## config.mk

```make
export PLATFORM = sky130hd
export DESIGN_NAME = alarm_controller
export DESIGN_NICKNAME = d
export VERILOG_FILES = /design/src/rtl/alarm_controller.sv
export SDC_FILE = /design/constraint.sdc
export NUM_CORES = 1
export LEC_CHECK = 0
export BUFFER_PORTS_ARGS = -buffer_cell sky130_fd_sc_hd__buf_2
export CAP_MARGIN = 0
export CORE_AREA = 10 10 94 96
export DETAILED_ROUTE_END_ITERATION = 10
export DIE_AREA = 0 0 104 106
export PLACE_DENSITY = 0.57
export REMOVE_ABC_BUFFERS = 1
export SYNTH_ARGS = -nofsm -noshare
export SYNTH_HDL_FRONTEND = slang
export SYNTH_SLANG_ARGS = --single-unit
```

## constraint.sdc

```tcl
create_clock -name clk -period 3.25 [get_ports clk]
set_input_delay 0.325 -clock clk [delete_from_list [all_inputs] [get_ports clk]]
set_output_delay 0.325 -clock clk [all_outputs]
set_load 0.005 [all_outputs]
```

## src/rtl/alarm_controller.sv

```systemverilog
// ---------------------------------------------------------------------------
// alarm_controller
//
// Programmable daily alarm that sits downstream of the time-of-day counter.
// It compares the running hr/min/sec (qualified by sec_tick) against an
// effective target time and rings when they meet. Snooze pushes the target
// forward by SNOOZE_MIN minutes with 24-hour wrap. Stop, ring timeout and
// disarm all restore the target to the programmed alarm time.
//
// Ports:
//   clk, rst_n          clock (rising edge), async active-low reset
//   hr/min/sec          current time of day, valid when sec_tick is high
//   sec_tick            one-cycle once-per-second strobe
//   set_valid/set_hr/set_min/set_ready
//                       alarm-load handshake (set_ready is combinational)
//   arm                 level; low forces DISARMED
//   snooze, stop        one-cycle requests while ringing/snoozed
//   alarm_out           registered, high while RINGING
//   state               DISARMED=0, ARMED=1, RINGING=2, SNOOZED=3
//   alarm_hr/alarm_min  programmed alarm time
//   snooze_cnt          snoozes taken in the current alarm event
//   err                 one-cycle pulse: invalid load rejected
//   missed              one-cycle pulse: ring timed out
// ---------------------------------------------------------------------------
module alarm_controller #(
  parameter int RING_SECS  = 30,  // 1..63 ticks per ring
  parameter int SNOOZE_MIN = 5,   // 1..59 minutes per snooze
  parameter int MAX_SNOOZE = 3    // 0..3 snoozes per event
) (
  input  logic       clk,
  input  logic       rst_n,
  input  logic [4:0] hr,
  input  logic [5:0] min,
  input  logic [5:0] sec,
  input  logic       sec_tick,
  input  logic       set_valid,
  input  logic [4:0] set_hr,
  input  logic [5:0] set_min,
  output logic       set_ready,
  input  logic       arm,
  input  logic       snooze,
  input  logic       stop,
  output logic       alarm_out,
  output logic [1:0] state,
  output logic [4:0] alarm_hr,
  output logic [5:0] alarm_min,
  output logic [1:0] snooze_cnt,
  output logic       err,
  output logic       missed
);

  typedef enum logic [1:0] {
    DISARMED = 2'd0,
    ARMED    = 2'd1,
    RINGING  = 2'd2,
    SNOOZED  = 2'd3
  } state_t;

  localparam logic [5:0] RING_LAST = 6'(RING_SECS - 1);
  localparam logic [6:0] SNZ_ADD   = 7'(SNOOZE_MIN);
  localparam logic [1:0] SNZ_MAX   = 2'(MAX_SNOOZE);

  state_t     state_q;
  logic [4:0] tgt_hr;
  logic [5:0] tgt_min;
  logic [5:0] ring_cnt;

  logic       match;
  logic       load;
  logic       load_bad;
  logic       snz_ok;
  logic [6:0] snz_sum;
  logic [5:0] snz_min;
  logic [4:0] snz_hr;

  assign state     = state_q;
  assign set_ready = (state_q == DISARMED) || (state_q == ARMED);

  // Match is taken against the target as it stands before any load this cycle.
  assign match    = sec_tick && (hr == tgt_hr) && (min == tgt_min) && (sec == 6'd0);
  assign load     = set_valid && set_ready;
  assign load_bad = (set_hr > 5'd23) || (set_min > 6'd59);
  assign snz_ok   = snooze && (snooze_cnt < SNZ_MAX);

  // Target advanced by one snooze interval, carrying into the hour and
  // wrapping 23 -> 0.
  always_comb begin
    // NOTE: every output of a combinational block gets a default first so no
    // path leaves it unassigned and no latch is inferred.
    snz_sum = {1'b0, tgt_min} + SNZ_ADD;
    snz_min = snz_sum[5:0];
    snz_hr  = tgt_hr;
    if (snz_sum >= 7'd60) begin
      snz_min = 6'(snz_sum - 7'd60);
      snz_hr  = (tgt_hr == 5'd23) ? 5'd0 : tgt_hr + 5'd1;
    end
  end

  // NOTE: all state is updated with non-blocking assignments so every register
  // samples the pre-edge values regardless of statement order.
  always_ff @(posedge clk or negedge rst_n) begin
    if (!rst_n) begin
      state_q    <= DISARMED;
      alarm_hr   <= 5'd0;
      alarm_min  <= 6'd0;
      tgt_hr     <= 5'd0;
      tgt_min    <= 6'd0;
      ring_cnt   <= 6'd0;
      snooze_cnt <= 2'd0;
      alarm_out  <= 1'b0;
      err        <= 1'b0;
      missed     <= 1'b0;
    end else begin
      err    <= 1'b0;
      missed <= 1'b0;

      if (!arm) begin
        state_q    <= DISARMED;
        alarm_out  <= 1'b0;
        snooze_cnt <= 2'd0;
        tgt_hr     <= alarm_hr;
        tgt_min    <= alarm_min;
      end else begin
        case (state_q)
          DISARMED: state_q <= ARMED;

          ARMED: begin
            if (match) begin
              state_q   <= RINGING;
              alarm_out <= 1'b1;
              ring_cnt  <= 6'd0;
            end
          end

          RINGING: begin
            if (stop) begin
              state_q    <= ARMED;
              alarm_out  <= 1'b0;
              snooze_cnt <= 2'd0;
              tgt_hr     <= alarm_hr;
              tgt_min    <= alarm_min;
            end else if (snz_ok) begin
              state_q    <= SNOOZED;
              alarm_out  <= 1'b0;
              snooze_cnt <= snooze_cnt + 2'd1;
              tgt_hr     <= snz_hr;
              tgt_min    <= snz_min;
            end else if (sec_tick) begin
              // The tick that started the ring is not counted, so the last
              // of RING_SECS ticks lands on ring_cnt == RING_SECS-1.
              if (ring_cnt == RING_LAST) begin
                state_q    <= ARMED;
                alarm_out  <= 1'b0;
                snooze_cnt <= 2'd0;
                tgt_hr     <= alarm_hr;
                tgt_min    <= alarm_min;
                missed     <= 1'b1;
              end else begin
                ring_cnt <= ring_cnt + 6'd1;
              end
            end
          end

          SNOOZED: begin
            if (stop) begin
              state_q    <= ARMED;
              snooze_cnt <= 2'd0;
              tgt_hr     <= alarm_hr;
              tgt_min    <= alarm_min;
            end else if (match) begin
              state_q   <= RINGING;
              alarm_out <= 1'b1;
              ring_cnt  <= 6'd0;
            end
          end

          default: state_q <= DISARMED;
        endcase
      end

      // A load is only possible in DISARMED/ARMED. Placed last so a valid load
      // overrides the target restore done by a same-cycle disarm.
      if (load) begin
        if (load_bad) begin
          err <= 1'b1;
        end else begin
          alarm_hr  <= set_hr;
          alarm_min <= set_min;
          tgt_hr    <= set_hr;
          tgt_min   <= set_min;
        end
      end
    end
  end

endmodule

```

==> flow_summary.toml <==
[synth]
async_reset_ff_share_pct = 100.0
yosysSeqAreaShare_pct = 31.85
ys.flop_type = "dfrtp_1"
ys_warn_count = 0
yosysUniqueCellTypes = 67
synth_top_cells_by_count = "47 x nand2_1, 35 x dfrtp_1, 19 x a21oi_1, 14 x xnor2_1, 13 x o21ai_0"
synth_compound_area_share_pct = 29.34
syn_area_per_cell_um2 = 8.621
synthXorXnorAreaFrac_pct = 5.369
synth.largest_area_cell = "dfrtp_1"
synthAdderAreaFrac_pct = 2.730
synth_area_leaders = "dfrtp_1 32%, nand2_1 6.4%, xnor2_1 4.5%"
ys_ff_latch = 35
synth_top_area_share_pct = 31.85
syn_inst = 319
synth_most_common_cell = "nand2_1"
synth_top_family_by_area = "compound AO/OA/AOI/OAI gates"
synth_area_um2 = 2750
muxShareOfSynthArea_pct = 1.547
synth-simple-area-share_pct = 23.52
synth_edf_count = 0

[flow_run]
maxCapViolations = 0

[die]
die_area_um2 = 11020
fp-row-count = 31
ioPinCount = 54
fp.dieH_um = 106
die-width_um = 104
core_um2 = 7059
start_util_pct = 38.96

[detailed_routing]
final_antenna_net_count = 0
via_per_inst = 5.656
dr.pass1.iters = 4
routedWlPerCell_um = 18.44
routed-via-count = 2630
first_iter_violations = 106
drc_errors = 0
drt-total-wl_mm = 8.575

[sta]
finalHoldViolations = 0
post-route-min-period_ns = 2.841
clock.fmax_ghz = 0.3520
worst_pin_slew_ns = 0.8653
slew_headroom_pct = 42.31
finalSetupViolCount = 0
setup_slack_ns = 0.4091
drv_slew = 0
fin_crit_sh_pct = 87.41
grt_setup_unrepaired = "no"
tns_ns = 0
finClkSkew_ns = 0.005695
hold_slack_ns = 0.1458

[cts]
ctsRootBufferMaster = "clkbuf_8"
cts_hold_buf = 0
numCtsBuffers = 5
clock_latency_ns = 0.29
cts.sinks = 35
cts_setup_buffers = 0
cts_resized = 0
htreeDepth = 2
cts_tree = "done"
clk_pin_slew_ns = 0.08
cts_buffer_depth = 2

[worst_setup_path]
critPathCaptureType = "flop"
cp_max_fo = 10
r2r-start = "tgt_min[0]$_DFF_PN0_"
cp.arrival_ns = 3.00
worstReg2RegEnd = "tgt_min[3]$_DFF_PN0_"
worstSetupPathType = "flop to flop"
endpoint = "tgt_min[3]$_DFF_PN0_"
rrSetupSlack_ns = 0.41
reg2reg_depth = 9
cp-start-kind = "flop"
cp-startpoint = "tgt_min[0]$_DFF_PN0_"
required_ns = 3.41

[global_route]
grt_max_degree = 36
grt_use_total_pct = 15.13
gr-total-overflow = 0
antenna_found_initial = 0
grt_pass1_wl_mm = 13.81
grt_pass1_vias = 2690

[placed_design]
hpwl_mm = 6.385
portBuffers = 53
gp_congestion = 0.8842
place_inst = 457
dp_slack_ns = 0.4574
placed_area_um2 = 3059

[power_and_ir_drop]
netSwitchingFraction_pct = 37.20
combPwrFrac_pct = 31.9
pwr-share-seq_pct = 43.0
clkPwrFrac_pct = 25.1
power.density_nw_per_um2 = 408.2
power.internal_mw = 0.8050
p_leak_nw = 1.350
irDropWorstVdd_mv = 0.1791
p_sw_mw = 0.4768

[cells_and_area]
drive_above_1_share_pct = 24.32
diodes = 0
stdcell_count = 465
nets = 406
areaGrowthSynthToFinish_pct = 14.19
final_area_um2 = 3141

[run_status]
status = "finished, final reports clean"

[min_path]
min_path_type = "input pin to async pin"
-- worst min-delay path by stage --
stage                from                        to  cells past startpoint
floorplan           rst_n   alarm_hr[0]$_DFFE_PN0P_                      0
global placement    rst_n      state[1]$_DFFE_PN0P_                      1
detailed placement  rst_n  alarm_min[0]$_DFFE_PN0P_                      1
CTS                 rst_n      state[1]$_DFFE_PN0P_                      1
global route        rst_n      state[1]$_DFFE_PN0P_                      1
finish              rst_n  alarm_min[0]$_DFFE_PN0P_                      1
-- worst max-delay path, stage by stage (launching register included) --
cell	delay, ns
dfrtp_1	0.55
ha_1	0.47
xnor2_1	0.20
ha_1	0.34
nor2_1	0.09
o21ai_2	0.18
a22oi_4	0.13
or4_1	0.51
o41ai_2	0.08
o221ai_2	0.14
-- cell families (layout without fill, tap and decap cells) --
family / Yosys count / after routing
xor+xnor: 16 / 16
simple gates: 122 / 122
buf+inv: 28 / 75
compound gates: 109 / 109
flops: 35 / 35
mux: 3 / 3
fa+ha+maj: 6 / 6
-- power by group through the flow --
stage          Sequential, mW  Clock (mW)  Combinational (mW)
3_3_place_gp            0.558           0               0.412
4_1_cts                 0.550       0.329               0.412
5_1_grt                 0.559       0.348               0.456
2_1_floorplan           0.552           0               0.264
6_report                0.551       0.322               0.409
3_5_place_dp            0.558           0               0.409
-- through the flow --
step / utilization, % / total power, mW
final: 44.49 / 1.282
after global placement: 43.34 / 0.9701
after global routing: 44.49 / 1.363
after CTS: 44.49 / 1.291
after detailed placement: 43.34 / 0.9678
after floorplan: - / 0.8162
-- final cells by class --
type,count,area (um2)
Clock buffer,7,76.32
Clock inverter,1,5.005
Fill cell,760,3919
Inverter,8,30.03
Multi-Input combinational cell,256,1719
Sequential cell,35,875.8
Tap cell,99,123.9
Timing Repair Buffer,59,310.3
-- routing by layer --
metal	track usage, %	wire length [um]	share of wire, %	vias to the layer above
li1	-	-	-	1287
met1	19.74	3886	45	1267
met2	25.05	4094	48	69
met3	3.261	488	5.7	7
met4	3.479	105	1.2	0
met5	0	0	0	-
-- sequential cells by signal, indices dropped and copies added, names as in the netlist --
| signal | count |
|---|---|
| tgt_hr | 5 |
| snooze_cnt | 2 |
| alarm_min | 6 |
| state | 2 |
| alarm_hr | 5 |
| ring_cnt | 6 |
| missed | 1 |
| alarm_out | 1 |
| tgt_min | 6 |
| err | 1 |
-- layout by cell type (no fill, tap or decap), types with 3 or more instances in the layout --
cell	n
buf_2	53
nand2_1	47
dfrtp_1	35
a21oi_1	19
xnor2_1	14
o21ai_0	13
nor2_1	12
nand3_1	10
nor3_1	10
o221ai_1	9
inv_1	7
nand4_1	7
nor2b_1	6
nand2b_1	6
a22oi_1	6
o22ai_1	6
ha_1	6
buf_4	6
o31ai_1	5
clkbuf_8	5
nor2_2	4
a211oi_1	4
a31oi_1	4
a21o_1	4
o21ai_1	4
nand2_2	3
o21bai_1	3
o211ai_1	3
Note: power is estimated with default switching activity, not from simulation.
